## config.mk

```make
export PLATFORM = sky130hd
export DESIGN_NAME = conversor_leituras_mapa_flat
export DESIGN_NICKNAME = d
export VERILOG_FILES = /design/src/rtl/conversor_leituras_mapa_if.sv /design/src/rtl/conversor_leituras_mapa.sv /design/src/flat_wrapper.sv
export SDC_FILE = /design/constraint.sdc
export NUM_CORES = 1
export LEC_CHECK = 0
export ABC_CLOCK_PERIOD_IN_PS = 3560
export CAP_MARGIN = 0
export CORE_MARGIN = 2
export CORE_UTILIZATION = 50
export DETAILED_ROUTE_END_ITERATION = 10
export PLACE_DENSITY = 0.7
export SETUP_SLACK_MARGIN = 0.4
export SKIP_LAST_GASP = 1
export SLEW_MARGIN = 30
export SYNTH_ARGS = -nofsm -noshare
export SYNTH_HDL_FRONTEND = slang
export SYNTH_SLANG_ARGS = --single-unit
```

## constraint.sdc

```tcl
create_clock -name clock -period 3.56 [get_ports clock]
set_input_delay 0.712 -clock clock [delete_from_list [all_inputs] [get_ports clock]]
set_output_delay 0.712 -clock clock [all_outputs]
set_load 0.02 [all_outputs]
```

## src/rtl/conversor_leituras_mapa_if.sv

```systemverilog
// Sensor/odometry inputs and mapper-facing outputs of conversor_leituras_mapa.
// leiturasDescartadas exists only when CONVERSOR_DESCARTES_EN is defined.
interface conversor_leituras_mapa_if #(
    parameter int tamanhoDistancia = 8,
    parameter int LarguraLeitura   = 16
);
    logic                        leituraValida;
    logic [LarguraLeitura-1:0]   distanciaDireitaCm;
    logic [LarguraLeitura-1:0]   distanciaEsquerdaCm;
    logic                        direcaoCarrinho;
    logic                        pulsoAvanco;
    logic                        sentidoAvanco;
    logic                        operacaoFinalizada;
    logic [tamanhoDistancia-1:0] posicaoAtualnoEixoX;
    logic [tamanhoDistancia-1:0] posicaoAtualnoEixoY;
    logic                        direcaoAtual;
    logic [tamanhoDistancia-1:0] distanciaDireita;
    logic [tamanhoDistancia-1:0] distanciaEsquerda;
    logic                        novoDado;
    logic                        ocupado;
`ifdef CONVERSOR_DESCARTES_EN
    logic [7:0]                  leiturasDescartadas;
`endif

    modport master (
`ifdef CONVERSOR_DESCARTES_EN
        input  leiturasDescartadas,
`endif
        output leituraValida, distanciaDireitaCm, distanciaEsquerdaCm, direcaoCarrinho,
        output pulsoAvanco, sentidoAvanco, operacaoFinalizada,
        input  posicaoAtualnoEixoX, posicaoAtualnoEixoY, direcaoAtual,
        input  distanciaDireita, distanciaEsquerda, novoDado, ocupado
    );

    modport slave (
`ifdef CONVERSOR_DESCARTES_EN
        output leiturasDescartadas,
`endif
        input  leituraValida, distanciaDireitaCm, distanciaEsquerdaCm, direcaoCarrinho,
        input  pulsoAvanco, sentidoAvanco, operacaoFinalizada,
        output posicaoAtualnoEixoX, posicaoAtualnoEixoY, direcaoAtual,
        output distanciaDireita, distanciaEsquerda, novoDado, ocupado
    );
endinterface

```

## src/rtl/conversor_leituras_mapa.sv

```systemverilog
// Tracks cart grid position and converts cm readings to clamped cell counts for the mapper (CONVERSOR_DESCARTES_EN adds a drop counter).
// Latency: capture + up to TamanhoMalha-2 conversion cycles + one cycle to raise novoDado once the mapper is ready.
// Backpressure: holds outputs until the mapper's ready goes low then high; steps and one reading are buffered meanwhile.
module conversor_leituras_mapa #(
    parameter int TamanhoMalha     = 20,
    parameter int tamanhoDistancia = 8,
    parameter int LarguraLeitura   = 16,
    parameter int TamanhoCelulaCm  = 10,
    parameter int PosicaoInicialX  = 10,
    parameter int PosicaoInicialY  = 10
) (
    input logic                      clock,
    input logic                      reset,
    conversor_leituras_mapa_if.slave bus
);
    localparam logic [tamanhoDistancia-1:0] Um     = tamanhoDistancia'(1);
    localparam logic [tamanhoDistancia-1:0] PosMax = tamanhoDistancia'(TamanhoMalha - 2);
    localparam logic [tamanhoDistancia-1:0] IniX   = tamanhoDistancia'(PosicaoInicialX);
    localparam logic [tamanhoDistancia-1:0] IniY   = tamanhoDistancia'(PosicaoInicialY);
    localparam logic [LarguraLeitura-1:0]   Celula = LarguraLeitura'(TamanhoCelulaCm);

    typedef enum logic [1:0] {IDLE, CONVERTE, AGUARDA, OCUPADO} estado_t;

    estado_t                     estado_q;
    logic [tamanhoDistancia-1:0] pos_x_q, pos_y_q, pos_x_d, pos_y_d;
    logic signed [3:0]           pend_q, pend_d;
    logic                        buf_cheio_q;
    logic [LarguraLeitura-1:0]   buf_dir_q, buf_esq_q;
    logic [LarguraLeitura-1:0]   rem_dir_q, rem_esq_q;
    logic [tamanhoDistancia-1:0] quo_dir_q, quo_esq_q, lim_dir_q, lim_esq_q;
    logic [tamanhoDistancia-1:0] dist_dir_q, dist_esq_q;
    logic                        dir_atual_q, novo_q, ocupado_q, viu_baixo_q;

    logic                        step_vld, step_inc, inicia, adv_dir, adv_esq;
    logic [tamanhoDistancia-1:0] p_eixo;
    logic [LarguraLeitura-1:0]   raw_dir, raw_esq;

    // Pending steps drain first; a direct pulse only acts in IDLE with nothing pending.
    always_comb begin
        step_vld = 1'b0;
        step_inc = 1'b0;
        if (estado_q == IDLE) begin
            if (pend_q != 4'sd0) begin
                step_vld = 1'b1;
                step_inc = ~pend_q[3];
            end else if (bus.pulsoAvanco) begin
                step_vld = 1'b1;
                step_inc = bus.sentidoAvanco;
            end
        end
    end

    always_comb begin
        pos_x_d = pos_x_q;
        pos_y_d = pos_y_q;
        if (step_vld) begin
            if (bus.direcaoCarrinho) begin
                if (step_inc && pos_x_q < PosMax)      pos_x_d = pos_x_q + Um;
                else if (!step_inc && pos_x_q > Um)    pos_x_d = pos_x_q - Um;
            end else begin
                if (step_inc && pos_y_q < PosMax)      pos_y_d = pos_y_q + Um;
                else if (!step_inc && pos_y_q > Um)    pos_y_d = pos_y_q - Um;
            end
        end
    end

    always_comb begin
        pend_d = pend_q;
        if (estado_q == IDLE && pend_q != 4'sd0)
            pend_d = pend_q[3] ? pend_q + 4'sd1 : pend_q - 4'sd1;
        if (bus.pulsoAvanco && !(estado_q == IDLE && pend_q == 4'sd0)) begin
            if (bus.sentidoAvanco && pend_d != 4'sd7)        pend_d = pend_d + 4'sd1;
            else if (!bus.sentidoAvanco && pend_d != -4'sd7) pend_d = pend_d - 4'sd1;
        end
    end

    // Limits use the post-step coordinate so the presented position and distances agree.
    always_comb begin
        inicia  = (estado_q == IDLE) && (pend_q == 4'sd0) && (buf_cheio_q || bus.leituraValida);
        raw_dir = buf_cheio_q ? buf_dir_q : bus.distanciaDireitaCm;
        raw_esq = buf_cheio_q ? buf_esq_q : bus.distanciaEsquerdaCm;
        p_eixo  = bus.direcaoCarrinho ? pos_x_d : pos_y_d;
        adv_dir = (rem_dir_q >= Celula) && (quo_dir_q < lim_dir_q);
        adv_esq = (rem_esq_q >= Celula) && (quo_esq_q < lim_esq_q);
    end

    always_ff @(posedge clock) begin
        if (reset) begin
            estado_q    <= IDLE;
            pos_x_q     <= IniX;
            pos_y_q     <= IniY;
            pend_q      <= 4'sd0;
            buf_cheio_q <= 1'b0;
            buf_dir_q   <= '0;
            buf_esq_q   <= '0;
            rem_dir_q   <= '0;
            rem_esq_q   <= '0;
            quo_dir_q   <= '0;
            quo_esq_q   <= '0;
            lim_dir_q   <= '0;
            lim_esq_q   <= '0;
            dist_dir_q  <= '0;
            dist_esq_q  <= '0;
            dir_atual_q <= 1'b0;
            novo_q      <= 1'b0;
            ocupado_q   <= 1'b0;
            viu_baixo_q <= 1'b0;
        end else begin
            novo_q  <= 1'b0;
            pend_q  <= pend_d;
            pos_x_q <= pos_x_d;
            pos_y_q <= pos_y_d;

            // A reading consumed directly in IDLE bypasses the buffer; otherwise newest wins.
            if (bus.leituraValida && (buf_cheio_q || !inicia)) begin
                buf_cheio_q <= 1'b1;
                buf_dir_q   <= bus.distanciaDireitaCm;
                buf_esq_q   <= bus.distanciaEsquerdaCm;
            end else if (inicia) begin
                buf_cheio_q <= 1'b0;
            end

            case (estado_q)
                IDLE: begin
                    if (inicia) begin
                        rem_dir_q   <= raw_dir;
                        rem_esq_q   <= raw_esq;
                        quo_dir_q   <= '0;
                        quo_esq_q   <= '0;
                        lim_dir_q   <= PosMax - p_eixo;
                        lim_esq_q   <= p_eixo - Um;
                        dir_atual_q <= bus.direcaoCarrinho;
                        ocupado_q   <= 1'b1;
                        estado_q    <= CONVERTE;
                    end
                end
                CONVERTE: begin
                    if (adv_dir) begin
                        rem_dir_q <= rem_dir_q - Celula;
                        quo_dir_q <= quo_dir_q + Um;
                    end
                    if (adv_esq) begin
                        rem_esq_q <= rem_esq_q - Celula;
                        quo_esq_q <= quo_esq_q + Um;
                    end
                    if (!adv_dir && !adv_esq) begin
                        dist_dir_q <= quo_dir_q;
                        dist_esq_q <= quo_esq_q;
                        estado_q   <= AGUARDA;
                    end
                end
                AGUARDA: begin
                    if (bus.operacaoFinalizada) begin
                        novo_q      <= 1'b1;
                        viu_baixo_q <= 1'b0;
                        estado_q    <= OCUPADO;
                    end
                end
                OCUPADO: begin
                    if (!bus.operacaoFinalizada) begin
                        viu_baixo_q <= 1'b1;
                    end else if (viu_baixo_q) begin
                        ocupado_q <= 1'b0;
                        estado_q  <= IDLE;
                    end
                end
                default: estado_q <= IDLE;
            endcase
        end
    end

    assign bus.posicaoAtualnoEixoX = pos_x_q;
    assign bus.posicaoAtualnoEixoY = pos_y_q;
    assign bus.direcaoAtual        = dir_atual_q;
    assign bus.distanciaDireita    = dist_dir_q;
    assign bus.distanciaEsquerda   = dist_esq_q;
    assign bus.novoDado            = novo_q;
    assign bus.ocupado             = ocupado_q;

`ifdef CONVERSOR_DESCARTES_EN
    logic [7:0] descartes_q;

    always_ff @(posedge clock) begin
        if (reset) begin
            descartes_q <= '0;
        end else if (bus.leituraValida && buf_cheio_q && !inicia && descartes_q != 8'hFF) begin
            descartes_q <= descartes_q + 8'd1;
        end
    end

    assign bus.leiturasDescartadas = descartes_q;
`else
    // Overwriting a full buffer is silent in this build.
`endif
endmodule

```

## src/flat_wrapper.sv

```systemverilog
// flat-port wrapper written by rule: the top's interface ports become plain ports
module conversor_leituras_mapa_flat 
#(
    parameter int TamanhoMalha     = 20,
    parameter int tamanhoDistancia = 8,
    parameter int LarguraLeitura   = 16,
    parameter int TamanhoCelulaCm  = 10,
    parameter int PosicaoInicialX  = 10,
    parameter int PosicaoInicialY  = 10
)
  (clock, reset, bus_leituraValida, bus_distanciaDireitaCm, bus_distanciaEsquerdaCm, bus_direcaoCarrinho, bus_pulsoAvanco, bus_sentidoAvanco, bus_operacaoFinalizada, bus_posicaoAtualnoEixoX, bus_posicaoAtualnoEixoY, bus_direcaoAtual, bus_distanciaDireita, bus_distanciaEsquerda, bus_novoDado, bus_ocupado);
  conversor_leituras_mapa_if #(.tamanhoDistancia(tamanhoDistancia), .LarguraLeitura(LarguraLeitura)) bus_i ();
  input logic clock;
  input logic reset;
  input wire logic [$bits(bus_i.leituraValida)-1:0] bus_leituraValida;
  input wire logic [$bits(bus_i.distanciaDireitaCm)-1:0] bus_distanciaDireitaCm;
  input wire logic [$bits(bus_i.distanciaEsquerdaCm)-1:0] bus_distanciaEsquerdaCm;
  input wire logic [$bits(bus_i.direcaoCarrinho)-1:0] bus_direcaoCarrinho;
  input wire logic [$bits(bus_i.pulsoAvanco)-1:0] bus_pulsoAvanco;
  input wire logic [$bits(bus_i.sentidoAvanco)-1:0] bus_sentidoAvanco;
  input wire logic [$bits(bus_i.operacaoFinalizada)-1:0] bus_operacaoFinalizada;
  output wire logic [$bits(bus_i.posicaoAtualnoEixoX)-1:0] bus_posicaoAtualnoEixoX;
  output wire logic [$bits(bus_i.posicaoAtualnoEixoY)-1:0] bus_posicaoAtualnoEixoY;
  output wire logic [$bits(bus_i.direcaoAtual)-1:0] bus_direcaoAtual;
  output wire logic [$bits(bus_i.distanciaDireita)-1:0] bus_distanciaDireita;
  output wire logic [$bits(bus_i.distanciaEsquerda)-1:0] bus_distanciaEsquerda;
  output wire logic [$bits(bus_i.novoDado)-1:0] bus_novoDado;
  output wire logic [$bits(bus_i.ocupado)-1:0] bus_ocupado;
  assign bus_i.leituraValida = bus_leituraValida;
  assign bus_i.distanciaDireitaCm = bus_distanciaDireitaCm;
  assign bus_i.distanciaEsquerdaCm = bus_distanciaEsquerdaCm;
  assign bus_i.direcaoCarrinho = bus_direcaoCarrinho;
  assign bus_i.pulsoAvanco = bus_pulsoAvanco;
  assign bus_i.sentidoAvanco = bus_sentidoAvanco;
  assign bus_i.operacaoFinalizada = bus_operacaoFinalizada;
  assign bus_posicaoAtualnoEixoX = bus_i.posicaoAtualnoEixoX;
  assign bus_posicaoAtualnoEixoY = bus_i.posicaoAtualnoEixoY;
  assign bus_direcaoAtual = bus_i.direcaoAtual;
  assign bus_distanciaDireita = bus_i.distanciaDireita;
  assign bus_distanciaEsquerda = bus_i.distanciaEsquerda;
  assign bus_novoDado = bus_i.novoDado;
  assign bus_ocupado = bus_i.ocupado;
  conversor_leituras_mapa #(.TamanhoMalha(TamanhoMalha), .tamanhoDistancia(tamanhoDistancia), .LarguraLeitura(LarguraLeitura), .TamanhoCelulaCm(TamanhoCelulaCm), .PosicaoInicialX(PosicaoInicialX), .PosicaoInicialY(PosicaoInicialY)) u_core (.clock(clock), .reset(reset), .bus(bus_i));
endmodule
```

==> results of run 1 <==
worst max-delay path: cells and delay by family, from the launching register on:
family,cells,cell delay [ns]
and+or+nand+nor,3,1.00
xor gates and xnor gates,1,0.15
adders and majority gates,1,0.12
DFF,1,0.34
muxes,1,0.39
AOI/OAI and AO/OA,4,0.77
buffers and inverters,2,0.24
cell type report:
class | instances | area (µm²) | share of cell area [%]
well taps | 188 | 235 | 2.44
clock inverters | 6 | 83.8 | 0.869
inverters | 40 | 155 | 1.61
flip-flops and latches | 138 | 2770 | 28.7
repair buffers | 121 | 1100 | 11.4
multi-input cells | 743 | 4780 | 49.5
clock buffers | 25 | 526 | 5.45
cell usage after synthesis, types with 6 or more instances:
master,number
or4_1,9
mux2_2,15
o22ai_1,11
inv_1,38
clkbuf_1,41
mux2i_1,41
nand4_1,8
nor2b_1,7
xor2_1,11
o21a_1,11
o31ai_1,7
a21oi_1,108
dfxtp_1,138
o32ai_1,8
xnor2_1,16
a211oi_1,17
or3_1,15
nand2b_1,11
o21ai_0,45
nor3_1,19
nor2_1,81
buf_1,7
and3_1,9
ha_1,38
nand2_1,152
a21o_1,6
a31oi_1,9
nand3_1,25
nor4_1,10
registers in the layout, indices dropped and copies added, names as in the netlist:
signal,count
u_core.buf_cheio_q,1
u_core.buf_dir_q,16
u_core.buf_esq_q,16
u_core.bus.direcaoAtual,1
u_core.bus.distanciaDireita,8
u_core.bus.distanciaEsquerda,8
u_core.bus.novoDado,1
u_core.bus.ocupado,1
u_core.bus.posicaoAtualnoEixoX,8
u_core.bus.posicaoAtualnoEixoY,8
u_core.estado_q,2
u_core.lim_dir_q,7
u_core.lim_esq_q,8
u_core.pend_q,4
u_core.quo_dir_q,8
u_core.quo_esq_q,8
u_core.rem_dir_q,16
u_core.rem_esq_q,16
u_core.viu_baixo_q,1
what timing repair did:
item / 4_1_cts / 5_1_grt
hold buffers: 0 / 0
pin swaps: 1 / 15
setup endpoints to repair: 9 / 23
gates resized for setup: 8 / 32
buffers inserted: 0 / 4
kinds of logic (layout without fill, tap and decap cells):
logic type      Yosys count  in the layout  synth area share [%]
simple gates            369            369                  22.7
compound gates          250            250                  19.6
flops                   138            138                  35.8
buf+inv                  92            192                  4.57
mux                      58             58                  7.97
fa+ha+maj                39             39                  6.41
xor+xnor                 27             27                  3.06
metal layers:
metal  global-route usage, %  wire [µm]
met4                    6.85        267
met5                       0          0
met2                    37.2       8700
met3                    4.76        627
met1                    32.5       9250
power breakdown:
| group | internal (mW) | leakage (nW) | switching, mW | total (mW) |
|---|---|---|---|---|
| clock network | 1.16 | 0.305 | 0.658 | 1.81 |
| registers | 1.94 | 1.13 | 0.355 | 2.29 |
| logic | 1.83 | 2.40 | 2.58 | 4.41 |
path summary, 6_finish.rpt:
kind         slack [ns]  cells after the start                          endpoint                             start
max                0.43                     12  u_core.lim_esq_q[7]$_SDFFE_PP0P_       u_core.pend_q[3]$_SDFF_PP0_
min                0.45                      2  u_core.buf_esq_q[1]$_SDFFE_PP0P_  u_core.buf_esq_q[1]$_SDFFE_PP0P_
max reg2reg        0.43                     12  u_core.lim_esq_q[7]$_SDFFE_PP0P_       u_core.pend_q[3]$_SDFF_PP0_
min reg2reg        0.45                      2  u_core.buf_esq_q[1]$_SDFFE_PP0P_  u_core.buf_esq_q[1]$_SDFFE_PP0P_
cells in the final DEF, fill, tap and decap left out, types with 14 or more instances in the layout:
cell type | netlist | routed
ha_1 | 38 | 35
a21oi_1 | 108 | 104
nand2_1 | 152 | 151
a211oi_1 | 17 | 17
o21ai_0 | 45 | 44
mux2i_1 | 41 | 38
xnor2_1 | 16 | 14
clkdlybuf4s50_1 | 0 | 70
nor2_1 | 81 | 79
inv_1 | 38 | 36
mux2_2 | 15 | 14
dfxtp_1 | 138 | 135
clkbuf_16 | 0 | 17
nor3_1 | 19 | 19
buf_4 | 0 | 47
nand3_1 | 25 | 23
==> summary.md, run 1 <==
| Metric | Value |
|---|---|
| Hold crit path type | reg -> reg |
| Fmax | 319 MHz |
| GPL Wtd Cong | 0.883 |
| Overflow after GRT | 0 |
| Crit path DAT | 3.45 ns |
| Crit-path max FO | 7 |
| Sequential area share after synthesis | 35.8% |
| Inst Count DP | 1,226 |
| Maximum VDD drop | 489 µV |
| Hold Vio Cnt, Final | 0 |
| Largest net degree at the start of global routing | 90 |
| P_leak | 3.83 nW |
| Worst-Margin Slew | 0.755 ns |
| CTS Buf Count | 17 |
| Slew HR | 49.5% |
| Core area | 15,100 µm² |
| Fillers | 1,338 |
| Setup slack at placement | -0.166 ns |
| Status | finished clean |
| Overall power | 8.51 mW |
| Boundary Pins | 74 |
| Worst path slowest cell | or3_4 |
| Antenna violations before repair | 0 |
| Area grow syn2layout | 24.8% |
| Site Rows | 45 |
| Fin cells | 1,261 |
| Die W | 128 µm |
| Drt first pass iters | 5 |
| Endpoints failing setup | 0 |
| RSZ-0062 raised after global routing | yes |
| Min Tclk post-route | 3.13 ns |
| Yosys reg bits | 138 |
| DR vias/cell | 5.65 |
| Synth cell types | 70 |
| Final wirelength | 18,800 µm |
| Util after Layout | 63.7% |
| Fin Clk Skew | 0.00880 ns |
| Nets | 1,139 |
| Die area | 16,500 µm² |
| CTS clk-pin slew, worst paths | 0.06 ns |
| TritonCTS Sinks | 138 |
| Kind of critical path | reg -> reg |
| Async S/R FF share, synth | 0% |
| Starting Density | 51.0% |
| Synth top area cells | dfxtp_1, nand2_1, a21oi_1 |
| Synthesized Nets | 1,051 |
| Clock root cell | clkbuf_16 |
| CP peak stage delay | 0.40 ns |
| Global Route Usage Sum | 23.5% |
| CTS tree | yes |
| Worst Setup End Kind | flip-flop |
| Syn Area/Cell | 7.94 µm² |
| Layout cells sized above 1 | 13.4% |
| Area after DPL | 8830 µm² |
| Main flop type after synthesis | dfxtp_1 |
| Crit start category | flip-flop |
| Clock Path Buffers | 2 |
| # H-tree levels | 4 |
| Synthesized cell area | 7730 µm² |
| Final hold slack | 0.449 ns |
| Mapped Cells | 973 |
| Placed wire-length estimate | 12,700 µm |
| Worst-Skew Late Latency | 0.42 ns |
| CP required | 3.88 ns |
| Vias in the first global route | 6,512 |
| DR DRC count | 0 |
| Post-synth EDFFs | 0 |
| Ant. Diodes | 0 |
| Max cap viols | 0 |
| TNS Setup | 0 ns |
| Initial DRC Count | 502 |
| Dominant cell type by area after synthesis | dfxtp_1 |
| Yosys warns | 0 |
| Final Instance Area | 9640 µm² |
| Final WS setup | 0.428 ns |
| Via count | 7,130 |
| Pwr per Cell Area | 883 nW/µm² |
| Crit-path cells | inv_4, ha_4, nor3b_4, mux2_4, or3_4, a21oi_4, xnor2_2, a32oi_1, buf_4, nor4_4, a211oi_1, a2111oi_2 |
| Top cell type's share of synthesized area | 35.8% |
| Slew Limit Fails | 0 |
| Crit share post-route | 88.0% |
| Die Y | 128 µm |
| IO buf count | 73 |
| First-pass GRT wire length | 31,300 µm |
| Post-DRT Antenna Nets | 0 |
| WL/cell | 14.9 µm |
Note: power is estimated with default switching activity, not from simulation.
==> run 2, diff against run 1 <==
CORE_ASPECT_RATIO = 1.5   (was default)
CTS_CLUSTER_SIZE = 16   (was default)
==> summary.md, run 2 (same netlist as run 1, synthesis figures left out) <==
| Metric | Value |
|---|---|
| Die area | 16,500 µm² (+0.13%) |
| Antenna violations before repair | 0 (unchanged) |
| IO buf count | 73 (unchanged) |
| Crit start category | input port |
| Hold Vio Cnt, Final | 0 (unchanged) |
| Worst-Skew Late Latency | 0.42 ns (about the same) |
| CP peak stage delay | 0.50 ns (+0.10 ns) |
| WL/cell | 15.0 µm (+0.16%) |
| Switch Pwr | 3.68 mW (+2.3%) |
| Pwr per Cell Area | 903 nW/µm² (+2.3%) |
| Overall power | 8.75 mW (+2.8%) |
| RR Startpoint | u_core.estado_q[1]$_SDFFE_PP0P_ |
| Most frequent cells in the layout | nand2_1, dfxtp_1, a21oi_1 |
| Largest net degree at the start of global routing | 73 (-19%) |
| First-pass GRT wire length | 31,900 µm (+2.0%) |
| Boundary Pins | 74 (unchanged) |
| M1 GR Usage | 26.4% (-6.2 points) |
| Maximum VDD drop | 429 µV (-12%) |
| Met2 global-route usage | 43.9% (+6.7 points) |
| Flop pwr share | 26.1% (-0.8 points) |
| TNS Setup | 0 ns (unchanged) |
| Final hold slack | 0.452 ns (+0.00391 ns) |
| Crit-path max FO | 7 (unchanged) |
| Min Tclk post-route | 3.11 ns (-0.0268 ns) |
| CTS clk-pin slew, worst paths | 0.06 ns (about the same) |
| CTS tree | yes |
| Crit path from | bus_direcaoCarrinho |
| Hold crit path type | reg -> reg |
| Busiest grt layer | met2 |
| Clock Power Share | 22.4% (+1.1 points) |
| Post-DRT Antenna Nets | 0 (unchanged) |
| Multi-input gate area | 4730 µm² (-0.97%) |
| GPL Wtd Cong | 0.888 (+0.54%) |
| GR Layer Usage met3 | 4.04% (-0.72 points) |
| Site Rows | 55 (+22%) |
| Clock Path Buffers | 2 (unchanged) |
| Worst-Margin Slew | 0.679 ns (-0.0759 ns) |
| Fillers | 1,329 (-0.67%) |
| Crit path DAT | 3.43 ns (-0.02 ns) |
| Reg2reg setup slack | 0.51 ns (+0.08 ns) |
| Fin cells | 1,281 (+1.6%) |
| Placed wire-length estimate | 13,100 µm (+3.5%) |
| Clock root cell | clkbuf_16 |
| Core area | 15,100 µm² (about the same) |
| RSZ-0062 raised after global routing | yes |
| Combinational share of power | 51.5% (-0.3 points) |
| Drt first pass iters | 4 (-1) |
| Area grow syn2layout | 25.5% |
| Inst Count DP | 1,244 (+1.5%) |
| Status | finished clean |
| Die Y | 156 µm (+22%) |
| Final WS setup | 0.454 ns (+0.0268 ns) |
| Endpoints failing setup | 0 (unchanged) |
| Fmax | 322 MHz (+0.86%) |
| Int Pwr | 5.07 mW (+3.2%) |
| Via count | 7,266 (+1.9%) |
| Nets | 1,147 (+0.70%) |
| Vias in the first global route | 6,897 (+5.9%) |
| CTS Buf Count | 17 (unchanged) |
| Worst reg2reg path depth | 11 (-1) |
| Worst path slowest cell | clkdlybuf4s50_1 |
| TritonCTS Sinks | 138 (unchanged) |
| Layout cells sized above 1 | 13.5% (+0.073 points) |
| Hold_buf cts | 0 (unchanged) |
| Most common cell after layout, fill and taps aside | nand2_1 |
| Crit path capture | u_core.lim_esq_q[7]$_SDFFE_PP0P_ |
| Worst Setup End Kind | flip-flop |
| Slew Limit Fails | 0 (unchanged) |
| DR vias/cell | 5.67 (+0.32%) |
| Global Route Usage Sum | 23.6% (+0.15 points) |
| DR DRC count | 0 (unchanged) |
| Setup slack at placement | -0.148 ns (+0.0179 ns) |
| Slew HR | 54.7% (+5.2 points) |
| Initial DRC Count | 276 (-45%) |
| # H-tree levels | 4 (unchanged) |
| Fin Clk Skew | 0.0109 ns (+0.00210 ns) |
| Register area | 2770 µm² (about the same) |
| Worst r2r dst | u_core.lim_esq_q[7]$_SDFFE_PP0P_ |
| Overflow after GRT | 0 (unchanged) |
| P_leak | 3.85 nW (+0.44%) |
| Crit-path cells | clkdlybuf4s50_1, nor2b_1, nand2_1, buf_4, or3_1, nor4_1, xnor2_1, mux2i_1, and4_2, a2111oi_2 |
| Switching Share | 42.0% (-0.21 points) |
| Final wirelength | 19,200 µm (+1.8%) |
| Ant. Diodes | 0 (unchanged) |
| CP required | 3.88 ns (about the same) |
| Crit share post-route | 87.2% (-0.75 points) |
| Die W | 106 µm (-18%) |
| Max cap viols | 0 (unchanged) |
| Kind of critical path | in -> reg |
| Starting Density | 51.0% (about the same) |
[run 2: per-layer routing]
layer	wire (µm)	part of all wire, %
met2	10100	53
met4	490	2.6
met3	568	3.0
met5	0	0
met1	7970	42
[run 2: layout make-up]
cell class | instances | area share (%)
multi-input cells | 743 | 48.8
flip-flops and latches | 138 | 28.5
well taps | 199 | 2.57
repair buffers | 129 | 11.9
clock buffers | 18 | 4.43
inverters | 40 | 1.57
clock inverters | 14 | 2.26
[run 2: power by group through the flow]
stage	Combinational, mW	Clock (mW)	Sequential, mW
after CTS	4.40	1.99	2.27
after detailed placement	4.26	0	2.30
after global placement	4.23	0	2.29
after global routing	5.03	2.05	2.33
final	4.51	1.96	2.28
after floorplan	3.05	0	2.25
[run 2: worst max-delay path: cells and delay by family]
family                    cells  cell delay [ns]
buffers and inverters         2             0.69
AOI/OAI and AO/OA             1             0.31
muxes                         1             0.24
xor gates and xnor gates      1             0.26
and+or+nand+nor               5             1.21
[run 2: worst min-delay path by stage]
stage,start,endpoint,cells past startpoint
final,u_core.buf_dir_q[7]$_SDFFE_PP0P_,u_core.buf_dir_q[7]$_SDFFE_PP0P_,2
after global routing,u_core.buf_esq_q[15]$_SDFFE_PP0P_,u_core.buf_esq_q[15]$_SDFFE_PP0P_,2
after CTS,u_core.buf_esq_q[10]$_SDFFE_PP0P_,u_core.buf_esq_q[10]$_SDFFE_PP0P_,2
after detailed placement,u_core.buf_esq_q[10]$_SDFFE_PP0P_,u_core.buf_esq_q[10]$_SDFFE_PP0P_,2
after global placement,u_core.buf_dir_q[1]$_SDFFE_PP0P_,u_core.buf_dir_q[1]$_SDFFE_PP0P_,2
after floorplan,u_core.buf_dir_q[1]$_SDFFE_PP0P_,u_core.buf_dir_q[1]$_SDFFE_PP0P_,2
[run 2: timing repair]
item / in CTS / in global routing
setup endpoints to repair: 10 / 24
gates cloned: 0 / 0
buffers inserted: 1 / 4
pin swaps: 4 / 8
gates resized for setup: 18 / 12
[run 2: per-stage QoR]
step,area (µm²),utilization (%)
2_1_floorplan,7730,-
3_5_place_dp,8890,58.8
5_1_grt,9700,64.0
6_report,9700,64.0
3_3_place_gp,8890,58.8
4_1_cts,9620,63.6
==> run 3, diff against run 2 <==
PLACE_DENSITY = 0.71   (was 0.7)
SLEW_MARGIN = 20   (was 30)
==> summary.md, run 3 (same netlist as run 1, synthesis figures left out) <==
| Metric | Value |
|---|---|
| Status | finished clean |
| Fin cells | 1,274 (-0.55%) |
| Hold Vio Cnt, Final | 0 (unchanged) |
| Via count | 7,162 (-1.4%) |
| Final wirelength | 18,900 µm (-1.2%) |
| # H-tree levels | 4 (unchanged) |
| Fmax | 328 MHz (+2.0%) |
| Core area | 15,100 µm² (unchanged) |
| WHS Endpoint | u_core.buf_esq_q[7]$_SDFFE_PP0P_ |
| Post-DRT Antenna Nets | 0 (unchanged) |
| P_leak | 3.78 nW (-1.8%) |
| Ant. Diodes | 0 (unchanged) |
| Overall power | 8.40 mW (-4.1%) |
| Slew HR | 38.2% (-17 points) |
| First-pass GRT wire length | 31,700 µm (-0.86%) |
| RSZ-0062 raised after global routing | no |
| WL/cell | 14.9 µm (-0.67%) |
| Slew Limit Fails | 0 (unchanged) |
| Die Y | 156 µm (unchanged) |
| Die W | 106 µm (unchanged) |
| Placed wire-length estimate | 13,000 µm (-0.87%) |
| Die area | 16,500 µm² (unchanged) |
| Clock Power Share | 20.3% (-2.1 points) |
| Min Tclk post-route | 3.05 ns (-0.0595 ns) |
| Worst-Skew Late Latency | 0.43 ns (about the same) |
| Pwr per Cell Area | 876 nW/µm² (-3.0%) |
| Clock Path Buffers | 2 (unchanged) |
| Kind of critical path | in -> reg |
| Worst Setup End Kind | flip-flop |
| Largest net degree at the start of global routing | 87 (+19%) |
| IO buf count | 73 (unchanged) |
| Hold Path Depth | 2 (unchanged) |
| Fin Clk Skew | 0.00975 ns (-0.00115 ns) |
| Nets | 1,140 (-0.61%) |
| Drt first pass iters | 5 (+1) |
| DR DRC count | 0 (unchanged) |
| Antenna violations before repair | 0 (unchanged) |
| Hold crit path type | reg -> reg |
| Layout cells sized above 1 | 13.6% (+0.088 points) |
| DR vias/cell | 5.62 (-0.89%) |
| Site Rows | 55 (unchanged) |
| CTS clk-pin slew, worst paths | 0.07 ns (about the same) |
| Area grow syn2layout | 24.1% |
| CP required | 3.91 ns (+0.03 ns) |
| Boundary Pins | 74 (unchanged) |
| Reg2reg setup slack | 0.52 ns (about the same) |
| Int Pwr | 4.74 mW (-6.6%) |
| Hold Path Origin | u_core.buf_esq_q[7]$_SDFFE_PP0P_ |
| Clock root cell | clkbuf_16 |
| Crit start category | input port |
| Final WS setup | 0.514 ns (+0.0595 ns) |
| Final hold slack | 0.451 ns (-0.00104 ns) |
| Vias in the first global route | 6,628 (-3.9%) |
| Inst Count DP | 1,236 (-0.64%) |
| Starting Density | 51.0% (unchanged) |
| TritonCTS Sinks | 138 (unchanged) |
| Switch Pwr | 3.66 mW (-0.53%) |
| Setup slack at placement | -0.130 ns (+0.0179 ns) |
| Endpoints failing setup | 0 (unchanged) |
| Crit path DAT | 3.39 ns (-0.04 ns) |
| Combinational share of power | 52.5% (+1.0 points) |
| Worst reg2reg path depth | 13 (+2) |
| Most frequent cells in the layout | nand2_1, dfxtp_1, a21oi_1 |
| Most common cell after layout, fill and taps aside | nand2_1 |
| CTS Buf Count | 17 (unchanged) |
| CTS tree | yes |
| Crit share post-route | 85.6% (-1.7 points) |
| RR Startpoint | u_core.pend_q[3]$_SDFF_PP0_ |
| Crit-path max FO | 4 (-3) |
| Max cap viols | 0 (unchanged) |
| Global Route Usage Sum | 23.4% (-0.25 points) |
| Initial DRC Count | 282 (+2.2%) |
| Worst-Margin Slew | 0.927 ns (+0.248 ns) |
| Switching Share | 43.6% (+1.5 points) |
| GPL Wtd Cong | 0.947 (+6.7%) |
| TNS Setup | 0 ns (unchanged) |
| Worst r2r dst | u_core.lim_esq_q[5]$_SDFFE_PP0P_ |
| Maximum VDD drop | 512 µV (+19%) |
| Flop pwr share | 27.2% (+1.1 points) |
| Overflow after GRT | 0 (unchanged) |
| Hold_buf cts | 0 (unchanged) |
run 3: cell count changes in the layout (fill, tap and decap cells not counted), sizes merged:
| cell | change |
|---|---|
| bufinv | -4 |
| clkinv | -4 |
| dlymetal6s2s | +1 |
| buf | -7 |
| clkinvlp | +4 |
| inv | +4 |
| dlygate4sd2 | -1 |
run 3: critical path: stages:
cell and delay, ns:
dlygate4sd2_1 0.27, or4b_4 0.52, buf_4 0.17, o2111ai_1 0.11
nor2_1 0.09, or3_4 0.39, a21oi_2 0.17, a32oi_1 0.07
buf_4 0.16, nor4_4 0.30, buf_4 0.16, xor2_1 0.05
a211oi_1 0.23
run 3: per-stage QoR:
stage	area [µm²]	util [%]
after floorplan	7730	-
after global placement	8830	58.4
after detailed placement	8830	58.4
after CTS	9430	62.3
after global routing	9590	63.3
final	9590	63.3
run 3: cell type report:
class | count | area [µm²]
Fill cell | 1316 | 5550
Inverter | 40 | 153
Clock buffer | 18 | 429
Clock inverter | 14 | 136
Timing Repair Buffer | 122 | 1100
Sequential cell | 138 | 2770
Multi-Input combinational cell | 743 | 4760
Tap cell | 199 | 249
run 3: what timing repair did:
item	CTS	global route
setup endpoints to repair	5	23
resized for setup	7	28
gates cloned	0	0
setup buffers	0	6
endpoints found under the hold margin	0	0
pin swaps	4	9
run 3: routing by layer:
metal / wire, µm / GRT usage [%] / share of wire [%]
met5: 0 / 0 / 0
met2: 9780 / 41.8 / 52
met4: 401 / 9.15 / 2.1
met3: 677 / 3.87 / 3.6
met1: 8070 / 27.8 / 43
run 3: worst max-delay path by stage:
| stage | end | cells after the start | startpoint |
|---|---|---|---|
| 6_report | u_core.lim_esq_q[5]$_SDFFE_PP0P_ | 13 | bus_pulsoAvanco |
| 5_1_grt | u_core.pend_q[3]$_SDFF_PP0_ | 13 | u_core.pend_q[3]$_SDFF_PP0_ |
| 4_1_cts | u_core.lim_esq_q[7]$_SDFFE_PP0P_ | 12 | u_core.estado_q[1]$_SDFFE_PP0P_ |
| 3_5_place_dp | u_core.lim_esq_q[7]$_SDFFE_PP0P_ | 12 | bus_pulsoAvanco |
| 2_1_floorplan | u_core.lim_esq_q[7]$_SDFFE_PP0P_ | 9 | bus_pulsoAvanco |
| 3_3_place_gp | u_core.lim_esq_q[7]$_SDFFE_PP0P_ | 12 | bus_pulsoAvanco |
run 3: power by group through the flow:
stage / Combinational, mW / Clock (mW) / Sequential (mW)
after floorplan: 3.05 / 0 / 2.25
after global placement: 4.19 / 0 / 2.29
after detailed placement: 4.23 / 0 / 2.30
after CTS: 4.29 / 1.73 / 2.27
after global routing: 4.92 / 1.79 / 2.34
final: 4.41 / 1.71 / 2.28
